--- src/rtl/outfifo_unloader.sv ---
// -----------------------------------------------------------------------------
// outfifo_unloader
//
// Read-side drain engine for the 48-bit DAQ/trigger output FIFO. Pops one
// entry at a time from a standard (non-FWFT) FIFO and streams it downstream
// as three 16-bit slices, most significant slice first, over a valid/ready
// link. Keeps a saturating count of fully sent entries.
//
// Ports:
//   clk         FIFO read clock (only clock)
//   rst_n       asynchronous active-low reset
//   fifo_dout   FIFO read data, valid the cycle after fifo_rden
//   fifo_empty  FIFO empty flag
//   fifo_rden   FIFO read enable, registered one-cycle pulse per entry
//   daq_data    slice data (registered)
//   daq_valid   slice valid (registered)
//   daq_ready   downstream accepts the slice this cycle
//   daq_first   slice is bits [47:32] of the entry
//   daq_last    slice is bits [15:0] of the entry
//   daq_par     odd parity of daq_data when enabled, else 0
//   cnt_clr     synchronous clear of words_sent (wins over increment)
//   words_sent  completed-entry count, saturates at 16'hFFFF
//
// Handshake: a slice transfers on a rising edge where daq_valid and
// daq_ready are both 1. While daq_valid=1 and daq_ready=0 the slice and its
// flags are held unchanged; daq_valid never drops without a transfer.
//
// Optional feature: define OUTFIFO_UNLOADER_PARITY_EN to build the
// registered odd-parity generator for daq_par.
// -----------------------------------------------------------------------------
module outfifo_unloader (
   input  logic        clk,
   input  logic        rst_n,
   input  logic [47:0] fifo_dout,
   input  logic        fifo_empty,
   output logic        fifo_rden,
   output logic [15:0] daq_data,
   output logic        daq_valid,
   input  logic        daq_ready,
   output logic        daq_first,
   output logic        daq_last,
   output logic        daq_par,
   input  logic        cnt_clr,
   output logic [15:0] words_sent
);

   typedef enum logic [2:0] {
      ST_IDLE = 3'd0,
      ST_RD   = 3'd1,
      ST_CAP  = 3'd2,
      ST_S0   = 3'd3,
      ST_S1   = 3'd4,
      ST_S2   = 3'd5
   } state_t;

   state_t      r_state;
   state_t      w_state_next;
   logic [47:0] r_hold;
   logic [47:0] w_hold_next;
   logic [15:0] r_words_sent;
   logic [15:0] w_words_next;
   logic        r_rden;
   logic [15:0] r_daq_data;
   logic        r_daq_valid;
   logic        r_daq_first;
   logic        r_daq_last;
   logic [15:0] w_data_next;
   logic        w_xfer;

   // Next-state, hold register and counter logic.
   always_comb begin
      w_state_next = r_state;
      w_hold_next  = r_hold;
      w_words_next = r_words_sent;
      w_xfer       = r_daq_valid & daq_ready;
      case (r_state)
         ST_IDLE: if (!fifo_empty) w_state_next = ST_RD;
         ST_RD:   w_state_next = ST_CAP;
         ST_CAP: begin
            // Non-FWFT FIFO: data appears the cycle after the read pulse.
            w_hold_next  = fifo_dout;
            w_state_next = ST_S0;
         end
         ST_S0:   if (w_xfer) w_state_next = ST_S1;
         ST_S1:   if (w_xfer) w_state_next = ST_S2;
         ST_S2: begin
            if (w_xfer) begin
               w_state_next = fifo_empty ? ST_IDLE : ST_RD;
               if (r_words_sent != 16'hFFFF) w_words_next = r_words_sent + 16'd1;
            end
         end
         default: w_state_next = ST_IDLE;
      endcase
      if (cnt_clr) w_words_next = 16'h0000;
   end

   // Outputs are registered from the next state so they line up with it;
   // CAP->S0 uses the hold value being latched on that same edge.
   always_comb begin
      w_data_next = r_daq_data;
      case (w_state_next)
         ST_S0:   w_data_next = w_hold_next[47:32];
         ST_S1:   w_data_next = w_hold_next[31:16];
         ST_S2:   w_data_next = w_hold_next[15:0];
         default: w_data_next = r_daq_data;
      endcase
   end

   always_ff @(posedge clk or negedge rst_n) begin
      if (!rst_n) begin
         r_state      <= ST_IDLE;
         r_hold       <= 48'h0;
         r_words_sent <= 16'h0;
         r_rden       <= 1'b0;
         r_daq_data   <= 16'h0;
         r_daq_valid  <= 1'b0;
         r_daq_first  <= 1'b0;
         r_daq_last   <= 1'b0;
      end else begin
         r_state      <= w_state_next;
         r_hold       <= w_hold_next;
         r_words_sent <= w_words_next;
         r_rden       <= (w_state_next == ST_RD);
         r_daq_data   <= w_data_next;
         r_daq_valid  <= (w_state_next == ST_S0) || (w_state_next == ST_S1) ||
                         (w_state_next == ST_S2);
         r_daq_first  <= (w_state_next == ST_S0);
         r_daq_last   <= (w_state_next == ST_S2);
      end
   end

`ifdef OUTFIFO_UNLOADER_PARITY_EN
   logic r_par;

   // Odd parity: XOR over {daq_data, daq_par} is always 1.
   always_ff @(posedge clk or negedge rst_n) begin
      if (!rst_n) r_par <= 1'b0;
      else        r_par <= ~(^w_data_next);
   end

   assign daq_par = r_par;
`else
   assign daq_par = 1'b0;
`endif

   assign fifo_rden  = r_rden;
   assign daq_data   = r_daq_data;
   assign daq_valid  = r_daq_valid;
   assign daq_first  = r_daq_first;
   assign daq_last   = r_daq_last;
   assign words_sent = r_words_sent;

endmodule
--- config.mk ---
export PLATFORM = sky130hd
export DESIGN_NAME = outfifo_unloader
export DESIGN_NICKNAME = d
export VERILOG_FILES = /design/src/rtl/outfifo_unloader.sv
export SDC_FILE = /design/constraint.sdc
export NUM_CORES = 1
export LEC_CHECK = 0
export CAP_MARGIN = 20
export CORE_AREA = 2 2 113 115
export CTS_CLUSTER_DIAMETER = 50
export DETAILED_ROUTE_END_ITERATION = 16
export DIE_AREA = 0 0 115 117
export SYNTH_ARGS = -nofsm -noshare
export SYNTH_HDL_FRONTEND = slang
export SYNTH_SLANG_ARGS = --single-unit
--- constraint.sdc ---
create_clock -name clk -period 6.1 [get_ports clk]
set_input_delay 0.915 -clock clk [delete_from_list [all_inputs] [get_ports clk]]
set_output_delay 0.915 -clock clk [all_outputs]
set_load 0.005 [all_outputs]
==> results.md <==
* Initial antenna violation count at 0
* Total leakage power at 0.00214 uW
* Clock tree from TritonCTS: done
* Skew final at 6.93 ps
* Number of top-level pins at 90
* Family with the most delay on the worst path: simple AND/OR/NAND/NOR gates
* Sum of net half-perimeters after detailed placement at 7340 microns
* Total global routing overflow at 0
* Final instance count without filler cells at 602
* Total wire length at 10700 microns
* Data arrival time of the worst path at 3170 ps
* Critical path fanouts, max at 9
* Distinct cell type count of the synthesized netlist at 47
* Post-Synthesis Cells at 369
* Synthesis warning total at 0
* Int Pwr at 1710 uW
* Post-synth EDFFs at 0
* Total power after layout at 2600 uW
* Run status: finished, final reports clean
* FP Rows at 41
* Fraction of power consumed by sequential logic at 0.392
* Routed via count divided by cell count at 5.38
* CP Data Required Time at 6330 ps
* Fraction of final layout cells with drive strength greater than 1 at 0.188
* Total routing resource utilization after global routing at 0.167
* Kind of path behind the tightest hold check: in2async
* Worst R2R Start: r_state[0]
* Growth of design area from synthesis to finish at 30.3%
* Std-Cell Core Area at 12300 sq um
* Most used cells in the layout excluding fill and tap cells: sky130_fd_sc_hd__dfrtp_1, sky130_fd_sc_hd__clkdlybuf4s50_1, sky130_fd_sc_hd__mux2_2
* Final slew viol count at 0
* Setup bufs post-CTS at 0
* Iteration-0 DRC count of the detailed router at 262
* CTS buffer count at 9
* DRT Pass-1 Iters at 4
* Relative slew margins at 0.330
* VDD IR-drop max at 209 uV
* Flip-flop and latch count after synthesis at 87
* Post-synthesis async set-or-reset flop share at 1.00
* RSZ-0062 raised after global routing: false
* Number of instances resized during post-cts repair at 0
* Crit path buffers/inverters at 1
* Clock slew seen by the registers of the worst setup and hold paths at 60 ps
* Dominant register cell in the synthesized netlist: sky130_fd_sc_hd__dfrtp_1
* Worst-Skew Late Latency at 340 ps
* Max frequency at 340 MHz
* CTS Sinks at 87
* Antenna Violating Nets Remaining at 0
* Avg Synthesized Cell Area at 11.3 sq um
* Kind of launch point of the worst setup path: primary input
* Cell-by-cell listing of the critical path: clkdlybuf4s50_1 > nand3_4 > or4_1 > nor4_1 > mux2_2
* Actual slew at the worst max-slew pin at 1000 ps
* Number of port buffers at 88
* Switching component of the power at 892 uW
* WS Path Type: in2reg
* Total negative slack at 0 ps
* Clock share of power at 0.199
* Stage delay of the slowest cell on the critical path at 670 ps
* Power density of the placed cells at 477 nW/um^2
* Number of diodes at 0
* Starting utilization of the core area at 0.340
* Dominant cell type by area after synthesis: sky130_fd_sc_hd__dfrtp_1
* Cells taking the most area after synthesis: sky130_fd_sc_hd__dfrtp_1, sky130_fd_sc_hd__mux2_2, sky130_fd_sc_hd__nor2b_1
* Max Cap Violations at 0
* Number of global-route vias before repair at 3341
* Critical path capture point type: flop
* Wire length of the first global-routing pass at 17300 microns
* Root buffer cell: sky130_fd_sc_hd__clkbuf_16
* Worst hold slack at 495 ps
* Die footprint at 13500 sq um
* Pin count of the biggest net entering global routing at 59
* Final setup violating endpoints at 0
* Sw Share at 0.343
* Number of nets produced by synthesis at 423
* Post-layout net count at 501
* Final Cycle Share at 0.483
* Horizontal die dimension at 115 microns
* Clock tree buffer depth at 2
* H-tree Lvls at 3
* Number of DRC violations after detailed routing at 0
* Seq/Total Area, Yosys at 0.520
* Routability Congestion at 0.817
* Time the final worst path needs with I/O delays and setup at 2940 ps
* Critical path's slowest cell: sky130_fd_sc_hd__or4_1
* Post-Synthesis Cell Area at 4190 sq um
* DIE HEIGHT at 117 microns
* CTS hold repair buffers at 0
* Placed Cells incl. Taps at 585
* Routed length per placed instance at 17.8 microns
* Via count at 3241
* Combinational Power Share at 0.409
* Fraction of post-synthesis cell area in the top cell type by area at 0.520
* Source of the critical timing path: daq_ready
* Final number of hold-violating endpoints at 0
[cell families (layout without fill, tap and decap cells)]
kind of cell    after synthesis  count (layout)  synth area share
fa+ha+maj                     9               9            0.0221
simple gates                 95              95             0.119
buf+inv                      32             115            0.0347
other cells                   1               1          0.000896
compound gates               85              85             0.142
flops                        87              87             0.520
mux                          60              60             0.161
[path summary, 6_finish.rpt]
kind / slack [ps] / to / cells past startpoint
setup / recovery: 3160 / words_sent[13] / 5
hold / removal: 490 / words_sent[6] / 1
setup reg to reg: 3340 / words_sent[13] / 4
hold reg to reg: 490 / r_hold[36] / 1
max in group asynchronous: 4520 / r_hold[7] / 2
min in group clk: 500 / r_hold[36] / 1
[area by class of cell]
type	instances	area, sq um
clock buffer	12	246
clock inverter	4	30.0
fill	1197	6860
inverter	5	18.8
multi-input combinational	250	1870
sequential	87	2180
tap	150	188
timing repair buffer	94	923
[per-stage QoR]
stage	area (sq um)	util	setup WS, ps
global placement	5160	0.419	2920
CTS	5440	0.442	3170
finish	5450	0.443	3160
global route	5450	0.443	3060
detailed placement	5170	0.420	2810
floorplan	4190	-	3550
[power by group through the flow]
| stage | Clock (uW) | Combinational [uW] | Sequential [uW] |
|---|---|---|---|
| floorplan | 0 | 784 | 935 |
| global placement | 0 | 1030 | 1020 |
| detailed placement | 0 | 1070 | 1030 |
| CTS | 530 | 1080 | 1020 |
| global route | 554 | 1180 | 1050 |
| finish | 517 | 1060 | 1020 |
[registers in the layout, summed over array words and instances, names as in the netlist]
name,cells
daq_first,1
words_sent,16
daq_valid,1
r_state,3
r_hold,48
daq_last,1
fifo_rden,1
daq_data,16
[cells in the mapped netlist, drive strengths merged, types with 2 or more instances]
master / instances
o22a: 5
nand4: 2
nand3: 9
a2111oi: 2
a211oi: 8
nor3: 4
a221o: 2
o2bb2ai: 5
mux2i: 2
and3: 3
inv: 5
dfrtp: 87
a21oi: 20
nor2: 28
a31oi: 6
o221a: 2
buf: 11
nand2b: 2
a22oi: 5
or4: 4
a32oi: 5
nand2: 13
mux2: 58
o31ai: 3
maj3: 8
o22ai: 5
nor4: 6
clkbuf: 16
o21ai: 10
nor2b: 18
a221oi: 3
[layer usage]
layer,share of wire,track usage,up-vias,wire length [microns]
met2,0.48,0.267,97,5120
li1,-,-,1516,-
met3,0.056,0.0340,14,598
met4,0.016,0.0683,0,167
met1,0.45,0.223,1614,4830
met5,0,0,-,0
(Power assumes the default switching activity.)
